`src/rtl/id_ex_stage_if.sv`:
```
// id_ex_stage_if: bundles the decode-side offer, the EX-side handshake and
// the MEM/WB forwarding taps seen by the ID/EX pipeline register.
//   master : driver side (decode, hazard sources, downstream ALU acceptor)
//   slave  : the id_ex_stage itself
// Signal names match the stage's external port names so that existing
// bench/top-level hookups map one-to-one.
interface id_ex_stage_if #(
    parameter int unsigned WIDTH = 64
);
    // Decode side
    logic             id_valid;
    logic             id_ready;
    logic [WIDTH-1:0] id_pc;
    logic [4:0]       id_rs1;
    logic [4:0]       id_rs2;
    logic [WIDTH-1:0] id_rs1_data;
    logic [WIDTH-1:0] id_rs2_data;
    logic [WIDTH-1:0] id_imm;
    logic             id_use_pc;
    logic             id_use_imm;
    logic             id_uses_rs1;
    logic             id_uses_rs2;
    logic [4:0]       id_alu_control;
    logic [4:0]       id_rd;
    logic             id_reg_write;
    logic             id_is_load;
    logic             flush;
    // Forwarding taps
    logic [4:0]       mem_rd;
    logic             mem_reg_write;
    logic             mem_is_load;
    logic [WIDTH-1:0] mem_result;
    logic [4:0]       wb_rd;
    logic             wb_reg_write;
    logic [WIDTH-1:0] wb_data;
    // EX side
    logic             ex_valid;
    logic             ex_ready;
    logic [WIDTH-1:0] ex_operand_a;
    logic [WIDTH-1:0] ex_operand_b;
    logic [WIDTH-1:0] ex_store_data;
    logic [4:0]       ex_alu_control;
    logic [WIDTH-1:0] ex_pc;
    logic [4:0]       ex_rd;
    logic             ex_reg_write;
    logic             ex_is_load;
    logic             hazard_stall;

    modport master (
        output id_valid, id_pc, id_rs1, id_rs2, id_rs1_data, id_rs2_data, id_imm,
               id_use_pc, id_use_imm, id_uses_rs1, id_uses_rs2, id_alu_control,
               id_rd, id_reg_write, id_is_load, flush,
               mem_rd, mem_reg_write, mem_is_load, mem_result,
               wb_rd, wb_reg_write, wb_data, ex_ready,
        input  id_ready, ex_valid, ex_operand_a, ex_operand_b, ex_store_data,
               ex_alu_control, ex_pc, ex_rd, ex_reg_write, ex_is_load, hazard_stall
    );

    modport slave (
        input  id_valid, id_pc, id_rs1, id_rs2, id_rs1_data, id_rs2_data, id_imm,
               id_use_pc, id_use_imm, id_uses_rs1, id_uses_rs2, id_alu_control,
               id_rd, id_reg_write, id_is_load, flush,
               mem_rd, mem_reg_write, mem_is_load, mem_result,
               wb_rd, wb_reg_write, wb_data, ex_ready,
        output id_ready, ex_valid, ex_operand_a, ex_operand_b, ex_store_data,
               ex_alu_control, ex_pc, ex_rd, ex_reg_write, ex_is_load, hazard_stall
    );
endinterface

```
`src/rtl/id_ex_stage.sv`:
```
// id_ex_stage: ID/EX pipeline register feeding the 64-bit ALU.
// One-entry valid/ready stage that captures decoded fields and regfile reads,
// forwards MEM/WB results onto the held operands, stalls on load-use hazards
// and supports a same-cycle flush.
// Ports:
//   clk, rst         rising-edge clock, async active-high reset
//   bus (slave)      decode offer (id_*), flush, MEM/WB forwarding taps,
//                    EX handshake and ALU operands (ex_*), hazard_stall
//   perf_hazard_cnt  saturating count of hazard cycles (IDEX_PERF_CNT_EN only)
// Optional feature macro: IDEX_PERF_CNT_EN (adds CNT_W and perf_hazard_cnt).
module id_ex_stage #(
    parameter int unsigned WIDTH = 64
`ifdef IDEX_PERF_CNT_EN
    , parameter int unsigned CNT_W = 32
`endif
) (
    input  logic          clk,
    input  logic          rst,
    id_ex_stage_if.slave  bus
`ifdef IDEX_PERF_CNT_EN
    , output logic [CNT_W-1:0] perf_hazard_cnt
`endif
);

    typedef struct packed {
        logic [WIDTH-1:0] pc;
        logic [WIDTH-1:0] rs1_data;
        logic [WIDTH-1:0] rs2_data;
        logic [WIDTH-1:0] imm;
        logic [4:0]       rs1;
        logic [4:0]       rs2;
        logic [4:0]       alu_control;
        logic [4:0]       rd;
        logic             use_pc;
        logic             use_imm;
        logic             uses_rs1;
        logic             uses_rs2;
        logic             reg_write;
        logic             is_load;
    } entry_t;

    logic   valid_q, valid_d;
    entry_t entry_q, entry_d;

    logic             mem_hit1, mem_hit2, wb_hit1, wb_hit2;
    logic [WIDTH-1:0] fwd_rs1, fwd_rs2;
    logic             hazard, ex_valid, ex_fire, id_ready, capture;

    // A MEM-stage load has no data yet, so it is excluded from forwarding;
    // the hazard logic stalls instead.
    assign mem_hit1 = bus.mem_reg_write && !bus.mem_is_load && (bus.mem_rd != 5'd0) &&
                      (bus.mem_rd == entry_q.rs1);
    assign mem_hit2 = bus.mem_reg_write && !bus.mem_is_load && (bus.mem_rd != 5'd0) &&
                      (bus.mem_rd == entry_q.rs2);
    assign wb_hit1  = bus.wb_reg_write && (bus.wb_rd != 5'd0) && (bus.wb_rd == entry_q.rs1);
    assign wb_hit2  = bus.wb_reg_write && (bus.wb_rd != 5'd0) && (bus.wb_rd == entry_q.rs2);

    always_comb begin
        fwd_rs1 = entry_q.rs1_data;
        if (entry_q.rs1 == 5'd0) fwd_rs1 = '0;
        else if (mem_hit1)       fwd_rs1 = bus.mem_result;
        else if (wb_hit1)        fwd_rs1 = bus.wb_data;

        fwd_rs2 = entry_q.rs2_data;
        if (entry_q.rs2 == 5'd0) fwd_rs2 = '0;
        else if (mem_hit2)       fwd_rs2 = bus.mem_result;
        else if (wb_hit2)        fwd_rs2 = bus.wb_data;
    end

    assign hazard   = valid_q && bus.mem_is_load && bus.mem_reg_write && (bus.mem_rd != 5'd0) &&
                      ((entry_q.uses_rs1 && (bus.mem_rd == entry_q.rs1)) ||
                       (entry_q.uses_rs2 && (bus.mem_rd == entry_q.rs2)));
    assign ex_valid = valid_q && !hazard;
    assign ex_fire  = ex_valid && bus.ex_ready;
    assign id_ready = !valid_q || ex_fire || bus.flush;
    assign capture  = bus.id_valid && id_ready && !bus.flush;

    // Priority: flush > capture (replaces a firing entry) > fire > hold.
    // While holding, a matching WB value is latched so the operand stays
    // correct after that instruction leaves writeback.
    always_comb begin
        valid_d = valid_q;
        entry_d = entry_q;
        if (bus.flush) begin
            valid_d = 1'b0;
        end else if (capture) begin
            valid_d             = 1'b1;
            entry_d.pc          = bus.id_pc;
            entry_d.rs1_data    = bus.id_rs1_data;
            entry_d.rs2_data    = bus.id_rs2_data;
            entry_d.imm         = bus.id_imm;
            entry_d.rs1         = bus.id_rs1;
            entry_d.rs2         = bus.id_rs2;
            entry_d.alu_control = bus.id_alu_control;
            entry_d.rd          = bus.id_rd;
            entry_d.use_pc      = bus.id_use_pc;
            entry_d.use_imm     = bus.id_use_imm;
            entry_d.uses_rs1    = bus.id_uses_rs1;
            entry_d.uses_rs2    = bus.id_uses_rs2;
            entry_d.reg_write   = bus.id_reg_write;
            entry_d.is_load     = bus.id_is_load;
        end else if (ex_fire) begin
            valid_d = 1'b0;
        end else if (valid_q) begin
            if (wb_hit1) entry_d.rs1_data = bus.wb_data;
            if (wb_hit2) entry_d.rs2_data = bus.wb_data;
        end
    end

    always_ff @(posedge clk or posedge rst) begin
        if (rst) begin
            valid_q <= 1'b0;
            entry_q <= '0;
        end else begin
            valid_q <= valid_d;
            entry_q <= entry_d;
        end
    end

    assign bus.id_ready       = id_ready;
    assign bus.ex_valid       = ex_valid;
    assign bus.hazard_stall   = hazard;
    assign bus.ex_operand_a   = entry_q.use_pc  ? entry_q.pc  : fwd_rs1;
    assign bus.ex_operand_b   = entry_q.use_imm ? entry_q.imm : fwd_rs2;
    assign bus.ex_store_data  = fwd_rs2;
    assign bus.ex_alu_control = entry_q.alu_control;
    assign bus.ex_pc          = entry_q.pc;
    assign bus.ex_rd          = entry_q.rd;
    assign bus.ex_reg_write   = entry_q.reg_write;
    assign bus.ex_is_load     = entry_q.is_load;

`ifdef IDEX_PERF_CNT_EN
    logic [CNT_W-1:0] cnt_q, cnt_d;

    always_comb begin
        cnt_d = cnt_q;
        if (hazard && (cnt_q != '1)) cnt_d = cnt_q + CNT_W'(1);
    end

    always_ff @(posedge clk or posedge rst) begin
        if (rst) cnt_q <= '0;
        else     cnt_q <= cnt_d;
    end

    assign perf_hazard_cnt = cnt_q;
`endif

endmodule

```
`src/flat_wrapper.sv`:
```
// flat-port wrapper written by rule: the top's interface ports become plain ports
module id_ex_stage_flat 
#(
    parameter int unsigned WIDTH = 64

)
  (clk, rst, bus_id_valid, bus_id_pc, bus_id_rs1, bus_id_rs2, bus_id_rs1_data, bus_id_rs2_data, bus_id_imm, bus_id_use_pc, bus_id_use_imm, bus_id_uses_rs1, bus_id_uses_rs2, bus_id_alu_control, bus_id_rd, bus_id_reg_write, bus_id_is_load, bus_flush, bus_mem_rd, bus_mem_reg_write, bus_mem_is_load, bus_mem_result, bus_wb_rd, bus_wb_reg_write, bus_wb_data, bus_ex_ready, bus_id_ready, bus_ex_valid, bus_ex_operand_a, bus_ex_operand_b, bus_ex_store_data, bus_ex_alu_control, bus_ex_pc, bus_ex_rd, bus_ex_reg_write, bus_ex_is_load, bus_hazard_stall);
  id_ex_stage_if #(.WIDTH(WIDTH)) bus_i ();
  input  logic clk;
  input  logic rst;
  input wire logic [$bits(bus_i.id_valid)-1:0] bus_id_valid;
  input wire logic [$bits(bus_i.id_pc)-1:0] bus_id_pc;
  input wire logic [$bits(bus_i.id_rs1)-1:0] bus_id_rs1;
  input wire logic [$bits(bus_i.id_rs2)-1:0] bus_id_rs2;
  input wire logic [$bits(bus_i.id_rs1_data)-1:0] bus_id_rs1_data;
  input wire logic [$bits(bus_i.id_rs2_data)-1:0] bus_id_rs2_data;
  input wire logic [$bits(bus_i.id_imm)-1:0] bus_id_imm;
  input wire logic [$bits(bus_i.id_use_pc)-1:0] bus_id_use_pc;
  input wire logic [$bits(bus_i.id_use_imm)-1:0] bus_id_use_imm;
  input wire logic [$bits(bus_i.id_uses_rs1)-1:0] bus_id_uses_rs1;
  input wire logic [$bits(bus_i.id_uses_rs2)-1:0] bus_id_uses_rs2;
  input wire logic [$bits(bus_i.id_alu_control)-1:0] bus_id_alu_control;
  input wire logic [$bits(bus_i.id_rd)-1:0] bus_id_rd;
  input wire logic [$bits(bus_i.id_reg_write)-1:0] bus_id_reg_write;
  input wire logic [$bits(bus_i.id_is_load)-1:0] bus_id_is_load;
  input wire logic [$bits(bus_i.flush)-1:0] bus_flush;
  input wire logic [$bits(bus_i.mem_rd)-1:0] bus_mem_rd;
  input wire logic [$bits(bus_i.mem_reg_write)-1:0] bus_mem_reg_write;
  input wire logic [$bits(bus_i.mem_is_load)-1:0] bus_mem_is_load;
  input wire logic [$bits(bus_i.mem_result)-1:0] bus_mem_result;
  input wire logic [$bits(bus_i.wb_rd)-1:0] bus_wb_rd;
  input wire logic [$bits(bus_i.wb_reg_write)-1:0] bus_wb_reg_write;
  input wire logic [$bits(bus_i.wb_data)-1:0] bus_wb_data;
  input wire logic [$bits(bus_i.ex_ready)-1:0] bus_ex_ready;
  output wire logic [$bits(bus_i.id_ready)-1:0] bus_id_ready;
  output wire logic [$bits(bus_i.ex_valid)-1:0] bus_ex_valid;
  output wire logic [$bits(bus_i.ex_operand_a)-1:0] bus_ex_operand_a;
  output wire logic [$bits(bus_i.ex_operand_b)-1:0] bus_ex_operand_b;
  output wire logic [$bits(bus_i.ex_store_data)-1:0] bus_ex_store_data;
  output wire logic [$bits(bus_i.ex_alu_control)-1:0] bus_ex_alu_control;
  output wire logic [$bits(bus_i.ex_pc)-1:0] bus_ex_pc;
  output wire logic [$bits(bus_i.ex_rd)-1:0] bus_ex_rd;
  output wire logic [$bits(bus_i.ex_reg_write)-1:0] bus_ex_reg_write;
  output wire logic [$bits(bus_i.ex_is_load)-1:0] bus_ex_is_load;
  output wire logic [$bits(bus_i.hazard_stall)-1:0] bus_hazard_stall;
  assign bus_i.id_valid = bus_id_valid;
  assign bus_i.id_pc = bus_id_pc;
  assign bus_i.id_rs1 = bus_id_rs1;
  assign bus_i.id_rs2 = bus_id_rs2;
  assign bus_i.id_rs1_data = bus_id_rs1_data;
  assign bus_i.id_rs2_data = bus_id_rs2_data;
  assign bus_i.id_imm = bus_id_imm;
  assign bus_i.id_use_pc = bus_id_use_pc;
  assign bus_i.id_use_imm = bus_id_use_imm;
  assign bus_i.id_uses_rs1 = bus_id_uses_rs1;
  assign bus_i.id_uses_rs2 = bus_id_uses_rs2;
  assign bus_i.id_alu_control = bus_id_alu_control;
  assign bus_i.id_rd = bus_id_rd;
  assign bus_i.id_reg_write = bus_id_reg_write;
  assign bus_i.id_is_load = bus_id_is_load;
  assign bus_i.flush = bus_flush;
  assign bus_i.mem_rd = bus_mem_rd;
  assign bus_i.mem_reg_write = bus_mem_reg_write;
  assign bus_i.mem_is_load = bus_mem_is_load;
  assign bus_i.mem_result = bus_mem_result;
  assign bus_i.wb_rd = bus_wb_rd;
  assign bus_i.wb_reg_write = bus_wb_reg_write;
  assign bus_i.wb_data = bus_wb_data;
  assign bus_i.ex_ready = bus_ex_ready;
  assign bus_id_ready = bus_i.id_ready;
  assign bus_ex_valid = bus_i.ex_valid;
  assign bus_ex_operand_a = bus_i.ex_operand_a;
  assign bus_ex_operand_b = bus_i.ex_operand_b;
  assign bus_ex_store_data = bus_i.ex_store_data;
  assign bus_ex_alu_control = bus_i.ex_alu_control;
  assign bus_ex_pc = bus_i.ex_pc;
  assign bus_ex_rd = bus_i.ex_rd;
  assign bus_ex_reg_write = bus_i.ex_reg_write;
  assign bus_ex_is_load = bus_i.ex_is_load;
  assign bus_hazard_stall = bus_i.hazard_stall;
  id_ex_stage #(.WIDTH(WIDTH)) u_core (.clk(clk), .rst(rst), .bus(bus_i));
endmodule
```
`config.mk`:
```
export PLATFORM = sky130hd
export DESIGN_NAME = id_ex_stage_flat
export DESIGN_NICKNAME = d
export VERILOG_FILES = /design/src/rtl/id_ex_stage_if.sv /design/src/rtl/id_ex_stage.sv /design/src/flat_wrapper.sv
export SDC_FILE = /design/constraint.sdc
export NUM_CORES = 1
export LEC_CHECK = 0
export BUFFER_PORTS_ARGS = -buffer_cell sky130_fd_sc_hd__buf_2
export CAP_MARGIN = 25
export CORE_AREA = 5 5 273 275
export DETAILED_ROUTE_END_ITERATION = 10
export DIE_AREA = 0 0 278 280
export PLACE_DENSITY = 0.46
export SYNTH_ARGS = -nofsm -noshare
export SYNTH_HDL_FRONTEND = slang
export SYNTH_SLANG_ARGS = --single-unit
```
`constraint.sdc`:
```
create_clock -name clk -period 11 [get_ports clk]
set_input_delay 1.1 -clock clk [delete_from_list [all_inputs] [get_ports clk]]
set_output_delay 1.1 -clock clk [all_outputs]
set_load 0.02 [all_outputs]
```
Yosys cells after proc, flatten, opt, wreduce, memory -nomap -nowiden
Cells that the tools add are included.

Input bits: 428. Flip-flop bits (word level): 283.

Equality and inequality tests: 5. Bitwise gates (word level): 1. Reduce and logical (&&, ||, !) cells: 32. Multiplexer cells: 14.

Operators by type and width (number): $mux 64 (8); $mux 128 (3); $eq 5x5->1 (4); $logic_and 1x1->1 (17); $logic_not 5->1 (2); $reduce_bool 5->1 (2); $logic_not 1->1 (4); $logic_or 1x1->1 (3); $mux 1 (3); $reduce_and 3->1 (1); $reduce_bool 3->1 (1); $ne 2x2->1 const B (1); $reduce_and 2->1 (1); $reduce_bool 2->1 (1); $not 1->1 (1).

Logic depth before layout (Yosys ltp)
Gate-level depths: netlist of the first run.

Depth in word-level cells: 13. Gate-level depth with buffers: 9.

Least setup slack after synthesis of the first run
No wires, ideal clock.

Kind: input to output. Start: input port bus_wb_rd[0]. End: output port bus_ex_store_data[62]. Slack: 7.060 ns. Arrival time: 2.840 ns. Stages: 7. Required time: 9.900 ns. Cells stage by stage: or4_1 -> o211ai_2 -> nor2_2 -> buf_2 -> mux2i_1 -> a21oi_1 -> nor2b_1.

Word-level cells in the longest chain between the ends: 6. Elaborated cells between the ends (all ways): 7. Classes of those cells: 1 x eq/ne; 3 x mux; 3 x reduce/logical.

Ends and longest elaborated chain: start: declaration (line flat_wrapper.sv:31) `input wire logic [$bits(bus_i.wb_rd)-1:0] bus_wb_rd;`; $reduce_bool 5->1 (line id_ex_stage.sv:56) `assign wb_hit2 = bus.wb_reg_write && (bus.wb_rd != 5'd0) && (bus.wb_rd == entry_q.rs2);`; $logic_and 1x1->1 (line id_ex_stage.sv:56); $logic_and 1x1->1 (*) (line id_ex_stage.sv:56); $mux 64 (*); $mux 64 (*) (line id_ex_stage.sv:66) `else if (mem_hit2) fwd_rs2 = bus.mem_result;`; $mux 64 (*) (line id_ex_stage.sv:65) `if (entry_q.rs2 == 5'd0) fwd_rs2 = '0;`; end: declaration (line flat_wrapper.sv:39) `output wire logic [$bits(bus_i.ex_store_data)-1:0] bus_ex_store_data;`.

Mark *: on every way between the ends. The rest lies on a longest branch, timed or not.

Final worst setup path of the first run
Start: input port bus_wb_rd[3]. End: output port bus_ex_operand_a[60].

Word-level cells in the longest chain between the ends: 7. Elaborated cells between the ends (all ways): 8. Classes of those cells: 1 x eq/ne; 4 x mux; 3 x reduce/logical.

Ends and longest elaborated chain: $reduce_bool 5->1 (line id_ex_stage.sv:55) `assign wb_hit1 = bus.wb_reg_write && (bus.wb_rd != 5'd0) && (bus.wb_rd == entry_q.rs1);`; $logic_and 1x1->1 (line id_ex_stage.sv:55); $logic_and 1x1->1 (*) (line id_ex_stage.sv:55); $mux 64 (*); $mux 64 (*) (line id_ex_stage.sv:61) `else if (mem_hit1) fwd_rs1 = bus.mem_result;`; $mux 64 (*) (line id_ex_stage.sv:60) `if (entry_q.rs1 == 5'd0) fwd_rs1 = '0;`; $mux 64 (*) (line id_ex_stage.sv:123) `assign bus.ex_operand_a = entry_q.use_pc ? entry_q.pc : fwd_rs1;`; end: declaration (line flat_wrapper.sv:37) `output wire logic [$bits(bus_i.ex_operand_a)-1:0] bus_ex_operand_a;`.

Marks and branches as above.

==> results.md, run 1 <==
- Buffers & Inverters on Critical Path: 4
- Run status: finished clean
- Layout cells sized above 1: 0.3204
- Initial Utilization: 0.2325
- Fin Setup TNS: 0 ns
- Post-Synth Adder-Cell Area: 0
- XOR/XNOR Fraction of Synth Area: 0.01045
- Fin. Hold Viols: 0
- Core ar.: 0.07209 mm2
- Commonest non-fill, non-tap cells in the layout: buf_2, nand2_1, dfrtp_1
- Required time at the worst-slack endpoint: 9.90 ns
- P_leak: 11.34 nW
- Worst Hold Margin: 0.4691 ns
- Fin. max-slew vios: 0
- Critical path class: in -> out
- CTS buffer count: 41
- PD cells: 182.7 mW/mm2
- Vias in the first global route: 17.01k
- Layout Nets: 2898
- Grt total ovfl: 0
- Worst reg2reg path depth: 7
- DR DRC count: 0
- Via/cell ratio: 4.729
- Die Y: 280 um
- Skew final: 0.01730 ns
- WHS Endpoint: u_core.bus.ex_is_load$_DFFE_PP0P_
- Port bufs: 698
- Hold Crit Start: u_core.bus.ex_is_load$_DFFE_PP0P_
- Fin crit share: 0.4785
- Row cnt: 99
- Post-synth cell types: 37
- Post-synth EDFFs: 0
- Post-CTS sizing: 0
- Most common cell after layout, fill and taps aside: buf_2
- Pin count of the biggest net entering global routing: 186
- P&R area growth vs syn: 30.51%
- Worst path arrival time: 4.16 ns
- Cell Chain, Critical Path: buf_2 > xnor2_1 > nand3_1 > nor4_2 > buf_4 > buf_4 > mux2i_1 > a21oi_1 > a22o_1 > buf_2
- Drt pass-1 iters: 6
- Unrepaired setup endpoints after global routing: false
- CTS tree: yes
- Routed wire length per instance: 22.70 um
- Post-CTS setup buffers: 0
- CTS Hold Bufs: 0
- Placed insts: 3386
- Max-slew headroom: 0.2858
- Reg-to-reg startpoint: u_core.entry_q[20]$_DFFE_PP0P_
- Critical Path Start Type: input pin
- Net Count, Synth: 2356
- FF-to-FF End: u_core.entry_q[130]$_DFFE_PP0P_
- Slowest-stage cell, CP: buf_4
- CTS root buffer: clkbuf_16
- Multi-input gate area: 0.008244 mm2
- Minimum clock period: 5.263 ns
- Total number of vias: 16.47k
- #FFs+latches synth: 283
- Slack of the worst reg-to-reg path: 7.63 ns
- Max Cap Viol: 0
- Initial antenna violation count: 32
- Synthesized area per cell: 8.692 um2
- Sequential Area: 0.007089 mm2
- CTS clk-pin slew, worst paths: 0.05 ns
- Fin cells: 3482
- Global-route wire length before repair: 114300 um
- Pin slew with the least headroom to its limit: 1.071 ns
- Post-synthesis mux area share: 0.1529
- Ys async rst share: 1.000
- Cell Area, Synth: 0.01676 mm2
- Post-Syn Instances: 1928
- FILL cells: 7822
- Hold Crit Class: reg -> reg
- Synth Area in Compound Gates: 0.1586
- 1st-iter DRT viols: 1008
- Largest stage delay on the critical path: 0.66 ns
- GP Congestion: 0.9224
- CP endpoint kind: output pin
- Number of routed nets with antenna violations: 0
- Worst skew pair latency: 0.56 ns
- Main combinational cell family by area after synthesis: simple AND/OR/NAND/NOR gates
- VDD IR-drop max: 97.00 uV
- Final wirelength: 79030 um
- Sink Count: 283
- Final setup fails: 0
- Sequential area share after synthesis: 0.4226
- Horiz. Die Dim: 278 um
- Main synth FF type: dfrtp_1
- Full die area: 0.07784 mm2
- Max Clk Rate: 0.1900 GHz
- Synth warn: 0
- Clock buffer depth: 3
- H-tree depth: 2
- Cell family with most CP delay: buffers and inverters
- Hpwl dp: 56830 um
- Hold Path Cell Cnt: 2
- Simple-gate portion of the synthesized area: 0.1651
- GRT Util Overall: 0.1907
- Crit-path max FO: 33
- Boundary pin count: 699
- Util after Layout: 0.3034
## how the worst max path moves through the flow
stage / startpoint / slack [ns] / end / cells past startpoint
final: bus_wb_rd[3] / 5.74 / bus_ex_operand_a[60] / 10
after global routing: bus_mem_rd[0] / 5.57 / bus_ex_operand_a[14] / 10
after CTS: bus_wb_rd[2] / 5.74 / bus_ex_store_data[24] / 10
after detailed placement: bus_wb_rd[2] / 5.75 / bus_ex_store_data[24] / 10
after global placement: bus_wb_rd[3] / 5.71 / bus_ex_operand_b[24] / 10
after floorplan: rst / 2.09 / u_core.bus.ex_alu_control[0]$_DFFE_PP0P_ / 1
## power by group
group	total (mW)	switching (mW)	internal [mW]
Combinational	1.36	0.863	0.495
Sequential	1.33	0.121	1.21
Clock	1.31	0.530	0.777
## worst register-to-register path, cell delays in order, from the launching register on
cell and delay (ns):
dfrtp_1 0.44, xor2_1 0.20, nor4_4 0.35, a32oi_1 0.25, o21ai_4 0.79, buf_12 0.60, o22ai_1 0.48, a31oi_1 0.19
## area by class of cell
cell class	instances	area share
sequential	283	0.3241
antenna	23	0.002632
inverter	69	0.01219
multi-input combinational	1351	0.3769
clock buffer	62	0.05509
tap	959	0.05486
clock inverter	11	0.004348
timing repair buffer	724	0.1698
## synth_stat cells (64+ instances only)
| cell type | number | share of area |
|---|---|---|
| a21oi_1 | 130 | 0.039 |
| a22o_1 | 128 | 0.067 |
| a31oi_1 | 64 | 0.024 |
| buf_4 | 76 | 0.034 |
| clkbuf_1 | 81 | 0.018 |
| dfrtp_1 | 283 | 0.42 |
| inv_1 | 69 | 0.015 |
| mux2i_1 | 256 | 0.15 |
| nand2_1 | 463 | 0.10 |
| nor2_1 | 132 | 0.030 |
| nor2b_1 | 64 | 0.024 |
| o22ai_1 | 64 | 0.024 |
## flip-flops by register name, indices dropped and copies added (netlist names)
signal,count
u_core.valid_q,1
u_core.bus.ex_alu_control,5
u_core.bus.ex_is_load,1
u_core.entry_q,206
u_core.bus.ex_rd,5
u_core.bus.ex_pc,64
u_core.bus.ex_reg_write,1
## routing by layer
metal  share of wire  GRT usage  wire (um)  up-vias
li1                -          -          -     7644
met1            0.39     0.2250      31060     8113
met2            0.52     0.3459      40790      583
met3           0.068    0.04643       5346      110
met4           0.022    0.05414       1713       18
met5          0.0016          0        123        -
## metrics by stage
stage / cell area (um2) / total power [mW] / worst slack [ns]
detailed placement: 20510 / 2.714 / 5.752
global placement: 20510 / 2.698 / 5.706
finish: 21870 / 3.995 / 5.737
global route: 21850 / 4.201 / 5.572
CTS: 21810 / 4.052 / 5.742
floorplan: 16760 / 2.206 / 2.093
## cell families after synthesis
group                  Yosys count
XOR/XNOR                        20
AND/OR/NAND/NOR                678
flip-flops                     283
AO/OA/AOI/OAI                  397
buffers and inverters          294
multiplexers                   256
(Power assumes the default switching activity.)
==> inputs of run 2 (changes only) <==
- ABC_AREA: default -> 1
- CORE_AREA: 5 5 273 275 -> 5 5 270 272
- DIE_AREA: 0 0 278 280 -> 0 0 275 277
- PLACE_DENSITY: 0.46 -> 0.49
- clock period: 11 -> 5.2 ns (I/O delays scaled with it)
==> results.md, run 2 <==
- Run status: finished clean
- Post-CTS setup buffers: 0
- Minimum clock period: 3.760 ns
- Max reg flops: 206
- Yosys top cell by area: dfrtp_1
- Synthesized area per cell: 6.580 um2
- Largest reg by FF count: u_core.entry_q
- CTS Hold Bufs: 0
- #FFs+latches synth: 283
- Met3 wire length: 6701 um
- Reg-to-reg startpoint: u_core.entry_q[18]$_DFFE_PP0P_
- Unrepaired setup endpoints after global routing: false
- Slack of the worst reg-to-reg path: 2.14 ns
- CTS root buffer: clkbuf_16
- Boundary pin count: 699
- P_leak: 13.14 nW
- Clk network pwr share: 0.340
- Initial Utilization: 0.2625
- Fin. max-slew vios: 0
- Main synth FF type: dfrtp_1
- Hpwl dp: 62260 um
- Layout Nets: 3711
- Synth area leaders: dfrtp_1, nand3_1, nand2_1
- Clock buffer depth: 3
- Final setup fails: 0
- 1st-iter DRT viols: 1815
- Post-synth cell types: 24
- GRT Util Overall: 0.2289
- Initial antenna violation count: 39
- Routed wire length per instance: 21.54 um
- CTS clk-pin slew, worst paths: 0.06 ns
- Die Y: 277 um
- Cell Chain, Critical Path: xor2_1 > nor3_2 > buf_4 > nand3_1 > nand2_1 > nor2_1 > o21ai_0 > buf_2
- Worst skew pair latency: 0.56 ns
- Row cnt: 98
- PD cells: 373.2 mW/mm2
- FF-to-FF End: u_core.entry_q[123]$_DFFE_PP0P_
- Drt pass-1 iters: 6
- Port bufs: 698
- GP Congestion: 0.8598
- Fin crit share: 0.7230
- Post-CTS sizing: 0
- Hold Crit Class: in -> async
- P&R area growth vs syn: 27.38%
- Max Cap Viol: 0
- VDD IR-drop max: 270.2 uV
- Sequential area share after synthesis: 0.3826
- Yosys top cell area share: 0.3826
- Total number of vias: 21.73k
- DP Area: 0.02211 mm2
- Pin slew with the least headroom to its limit: 1.043 ns
- Skew final: 0.02333 ns
- Post-Syn Instances: 2813
- Fin Setup TNS: 0 ns
- Horiz. Die Dim: 275 um
- Crit-path max FO: 64
- Synth warn: 0
- Comb pwr share: 0.344
- Layout cells sized above 1: 0.2504
- Sw frac: 0.3962
- Full die area: 0.07618 mm2
- Pint: 5.314 mW
- Global-route wire length before repair: 136800 um
- Ys async rst share: 1.000
- Buffers & Inverters on Critical Path: 2
- Core ar.: 0.07051 mm2
- CTS tree: yes
- H-tree depth: 2
- Slowest-stage cell, CP: buf_4
- CP endpoint kind: output pin
- Cell Area, Synth: 0.01851 mm2
- Highest routed layer: met5
- Number of routed nets with antenna violations: 0
- Vias in the first global route: 21.28k
- Commonest non-fill, non-tap cells in the layout: nand3_1, nand2_1, buf_2
- Worst path arrival time: 3.24 ns
- Fin. Hold Viols: 0
- Pin count of the biggest net entering global routing: 186
- Critical path class: reg -> out
- Largest stage delay on the critical path: 0.78 ns
- Max Clk Rate: 0.2660 GHz
- Worst reg2reg path depth: 11
- DR DRC count: 0
- Critical Path Start Type: flip-flop
- Sink Count: 283
- Final Cell Area: 0.02358 mm2
- Required time at the worst-slack endpoint: 4.68 ns
- Cell family with most CP delay: buffers and inverters
- Via/cell ratio: 5.063
- Most common cell after layout, fill and taps aside: nand3_1
- Final wirelength: 92430 um
- Routed wl met2: 45250 um
- Net Count, Synth: 3241
- Net load switching power: 3.486 mW
- Grt total ovfl: 0
- Seq pwr share: 0.316
- CTS buffer count: 40
- Most frequent cell after synthesis: nand3_1
- Wl on met1: 38260 um
- Commonest cells post-synth: nand3_1, nand2_1, dfrtp_1
- Max-slew headroom: 0.3044
- Post-synth EDFFs: 0
==> run 2: cell types whose count changed after synthesis, sizes merged, moves of 128 or more <==
cell   change
mux2i    -256
o21ai    +189
a22o     -128
nand2    +393
a21oi    -128
nand3    +923
==> run 2: layout make-up <==
type,instances,area [um2]
fillers,7990,46930
multi-input cells,2073,9394
flip-flops and latches,283,7089
repair buffers,735,3871
clock buffers,63,1239
well taps,950,1189
inverters,150,569.3
clock inverters,11,162.7
diodes,26,65.06
==> run 2: worst max path at each step <==
stage,startpoint,to,slack [ns],cells past startpoint
final,u_core.entry_q[23]$_DFFE_PP0P_,bus_ex_operand_a[48],1.44,8
after global routing,u_core.entry_q[21]$_DFFE_PP0P_,bus_ex_operand_a[12],1.20,9
after CTS,u_core.entry_q[23]$_DFFE_PP0P_,bus_ex_operand_a[48],1.43,8
after detailed placement,bus_wb_rd[2],bus_ex_operand_a[48],1.82,11
after global placement,bus_wb_rd[2],bus_ex_operand_a[48],1.82,11
after floorplan,rst,u_core.bus.ex_alu_control[0]$_DFFE_PP0P_,0.93,1
==> run 2: power by group through the flow <==
| stage | logic, mW | registers (mW) | clock network [mW] |
|---|---|---|---|
| 3_3_place_gp | 3.03 | 2.81 | 0 |
| 3_5_place_dp | 3.03 | 2.81 | 0 |
| 5_1_grt | 3.31 | 2.82 | 3.14 |
| 4_1_cts | 3.04 | 2.78 | 3.05 |
| 2_1_floorplan | 2.01 | 2.74 | 0 |
| 6_report | 3.03 | 2.78 | 2.99 |
==> run 2: cells by family (layout without fill, tap and decap cells) <==
kind of cell / Yosys count / in the layout / synth area share
simple gates: 1867 / 1867 / 0.4436
buf+inv: 457 / 959 / 0.1157
flops: 283 / 283 / 0.3826
compound gates: 195 / 195 / 0.05286
xor+xnor: 11 / 11 / 0.005205
other cells: 0 / 26 / 0
==> run 2: per-layer routing <==
layer	global-route usage	vias to the layer above
li1	-	10170
met1	0.2979	10530
met2	0.3850	862
met3	0.04540	136
met4	0.06667	24
met5	0	-
==> run 2: per-stage QoR <==
| step | utilization | setup slack, ns | hold WS (ns) | cells | power [mW] |
|---|---|---|---|---|---|
| floorplan | - | 0.9307 | 0.4417 | 2813 | 4.748 |
| global placement | 0.3136 | 1.819 | 0.4504 | 4191 | 5.838 |
| detailed placement | 0.3136 | 1.823 | 0.4549 | 4191 | 5.846 |
| CTS | 0.3335 | 1.429 | 0.05091 | 4265 | 8.870 |
| global route | 0.3343 | 1.203 | 0.08615 | 4286 | 9.273 |
| finish | 0.3344 | 1.440 | 0.07526 | 4291 | 8.800 |
==> inputs of run 3 (changes only) <==
- clock period: 5.2 -> 3.7 ns (I/O delays scaled with it)
==> results.md, run 3 (synthesis results as in run 2) <==
- GP Congestion: 0.8778
- Global-route wire length before repair: 139200 um
- Port bufs: 698
- Total number of vias: 21.79k
- Hold Crit Start: bus_id_rs2_data[32]
- Fin. max-slew vios: 0
- Routed wire length per instance: 21.68 um
- Sink Count: 283
- Most frequent cell on the critical path: nand2_1
- Core ar.: 0.07051 mm2
- Worst reg2reg path depth: 12
- P&R area growth vs syn: 28.27%
- Net load switching power: 4.869 mW
- PnR Total Power: 12.19 mW
- Reg-to-reg startpoint: u_core.entry_q[23]$_DFFE_PP0P_
- Crit-path max FO: 34
- Post-CTS setup buffers: 0
- Comb pwr share: 0.353
- Layout cells sized above 1: 0.2515
- GRT Util Overall: 0.2325
- Cell Chain, Critical Path: xnor2_1 > nand2_1 > nor3_2 > nand2_4 > buf_12 > nand2_1 > nand2_1 > nor2_1 > o21ai_1 > buf_2
- DR DRC count: 0
- Setup slack after layout: 0.3433 ns
- Max-slew headroom: 0.2918
- Initial antenna violation count: 23
- Slowest-stage cell, CP: dfrtp_1
- H-tree depth: 2
- Horiz. Die Dim: 275 um
- Full die area: 0.07618 mm2
- Row cnt: 98
- WHS Endpoint: u_core.entry_q[122]$_DFFE_PP0P_
- Max Clk Rate: 0.2979 GHz
- Fin. Hold Viols: 0
- Final wirelength: 92940 um
- CP endpoint kind: output pin
- Final Cell Area: 0.02374 mm2
- Worst skew pair latency: 0.54 ns
- Grt total ovfl: 0
- Unrepaired setup endpoints after global routing: false
- Worst path arrival time: 2.99 ns
- Die Y: 277 um
- Placed insts: 4198
- Required time at the worst-slack endpoint: 3.33 ns
- Drt pass-1 iters: 6
- Max reg flops: 206
- Minimum clock period: 3.357 ns
- Clock buffer depth: 3
- Fin crit share: 0.9072
- Initial Utilization: 0.2625
- Slack of the worst reg-to-reg path: 0.99 ns
- Largest stage delay on the critical path: 0.47 ns
- Pint: 7.321 mW
- Largest reg by FF count: u_core.entry_q
- P_leak: 13.20 nW
- Critical path class: reg -> out
- Hold Path Cell Cnt: 3
- PD cells: 513.4 mW/mm2
- Final setup fails: 0
- CTS clk-pin slew, worst paths: 0.07 ns
- Layout Nets: 3720
- CTS buffer count: 40
- FF-to-FF End: u_core.entry_q[28]$_DFFE_PP0P_
- Pin slew with the least headroom to its limit: 1.062 ns
- Sw frac: 0.3994
- Skew final: 0.01691 ns
- Most common cell after layout, fill and taps aside: nand3_1
- CTS root buffer: clkbuf_16
- Pin count of the biggest net entering global routing: 164
- DP Worst Slack: 0.8900 ns
- Fin cells: 4287
- Hold Crit Class: in -> reg
- 1st-iter DRT viols: 1896
- Via/cell ratio: 5.084
- DP Area: 0.02235 mm2
- Number of routed nets with antenna violations: 0
- Hpwl dp: 63780 um
- Seq pwr share: 0.323
- Critical Path Start Type: flip-flop
- VDD IR-drop max: 284.4 uV
- Run status: finished clean
- Boundary pin count: 699
- Commonest non-fill, non-tap cells in the layout: nand3_1, nand2_1, buf_2
- Clk network pwr share: 0.324
- Vias in the first global route: 21.54k
- CTS tree: yes
- Max Cap Viol: 0
==> run 3: cell count changes in the layout (fill, tap and decap cells not counted) <==
cell | previous run | this run
diode_2 | 26 | 17
clkbuf_8 | 13 | 15
clkbuf_1 | 9 | 7
buf_12 | 8 | 23
inv_6 | 2 | 0
dlygate4sd3_1 | 0 | 2
buf_4 | 29 | 21
clkinv_2 | 5 | 3
clkinv_4 | 0 | 2
clkinvlp_4 | 1 | 2
bufinv_16 | 4 | 1
==> run 3: what timing repair did <==
action,CTS,global route
hold endpoints to repair,15,0
resized for setup,0,0
hold buffers,2,0
==> run 3: routing by layer <==
metal,wire length (um),GRT usage,share of wire,vias to the layer above
met1,38400,0.3049,0.41,10470
met2,45030,0.3885,0.48,967
met4,2575,0.07645,0.028,12
met5,75,0,0.00081,-
met3,6865,0.04011,0.074,159
li1,-,-,-,10180
==> run 3: layout make-up <==
| class | count | area, um2 |
|---|---|---|
| inverter | 150 | 569.3 |
| tap | 950 | 1189 |
| clock buffer | 63 | 1259 |
| antenna | 17 | 42.54 |
| multi-input combinational | 2073 | 9394 |
| fill | 7795 | 46760 |
| sequential | 283 | 7089 |
| timing repair buffer | 744 | 4131 |
| clock inverter | 7 | 70.07 |
==> run 3: worst max-delay path: cells and delay by family (launching register included) <==
family	cells	cell delay (ns)
flops	1	0.47
buf+inv	2	0.52
simple gates	6	1.06
xor+xnor	1	0.18
compound gates	1	0.17
==> run 3: how the worst max path moves through the flow <==
| stage | slack, ns | to | startpoint | cells past startpoint |
|---|---|---|---|---|
| 2_1_floorplan | -0.42 | u_core.bus.ex_alu_control[0]$_DFFE_PP0P_ | rst | 1 |
| 3_3_place_gp | 0.79 | bus_ex_operand_a[48] | bus_mem_rd[2] | 10 |
| 3_5_place_dp | 0.89 | bus_ex_operand_a[12] | bus_wb_rd[2] | 12 |
| 4_1_cts | 0.32 | bus_ex_operand_a[12] | u_core.entry_q[21]$_DFFE_PP0P_ | 10 |
| 5_1_grt | 0.19 | bus_ex_operand_a[0] | u_core.entry_q[22]$_DFFE_PP0P_ | 10 |
| 6_report | 0.34 | bus_ex_operand_a[12] | u_core.entry_q[21]$_DFFE_PP0P_ | 10 |
==> run 3: through the flow <==
stage	hold WS, ns	utilization	setup TNS (ns)
2_1_floorplan	0.4417	-	-118.66
3_3_place_gp	0.4523	0.3170	0
3_5_place_dp	0.4539	0.3170	0
4_1_cts	0.003067	0.3362	0
5_1_grt	0.03275	0.3366	0
6_report	0.04984	0.3368	0
==> run 3: power by group through the flow <==
stage	combinational (mW)	clock (mW)	sequential, mW
2_1_floorplan	2.82	0	3.85
3_3_place_gp	4.29	0	3.98
3_5_place_dp	4.30	0	3.97
4_1_cts	4.31	4.06	3.93
5_1_grt	4.70	4.17	3.99
6_report	4.30	3.96	3.94
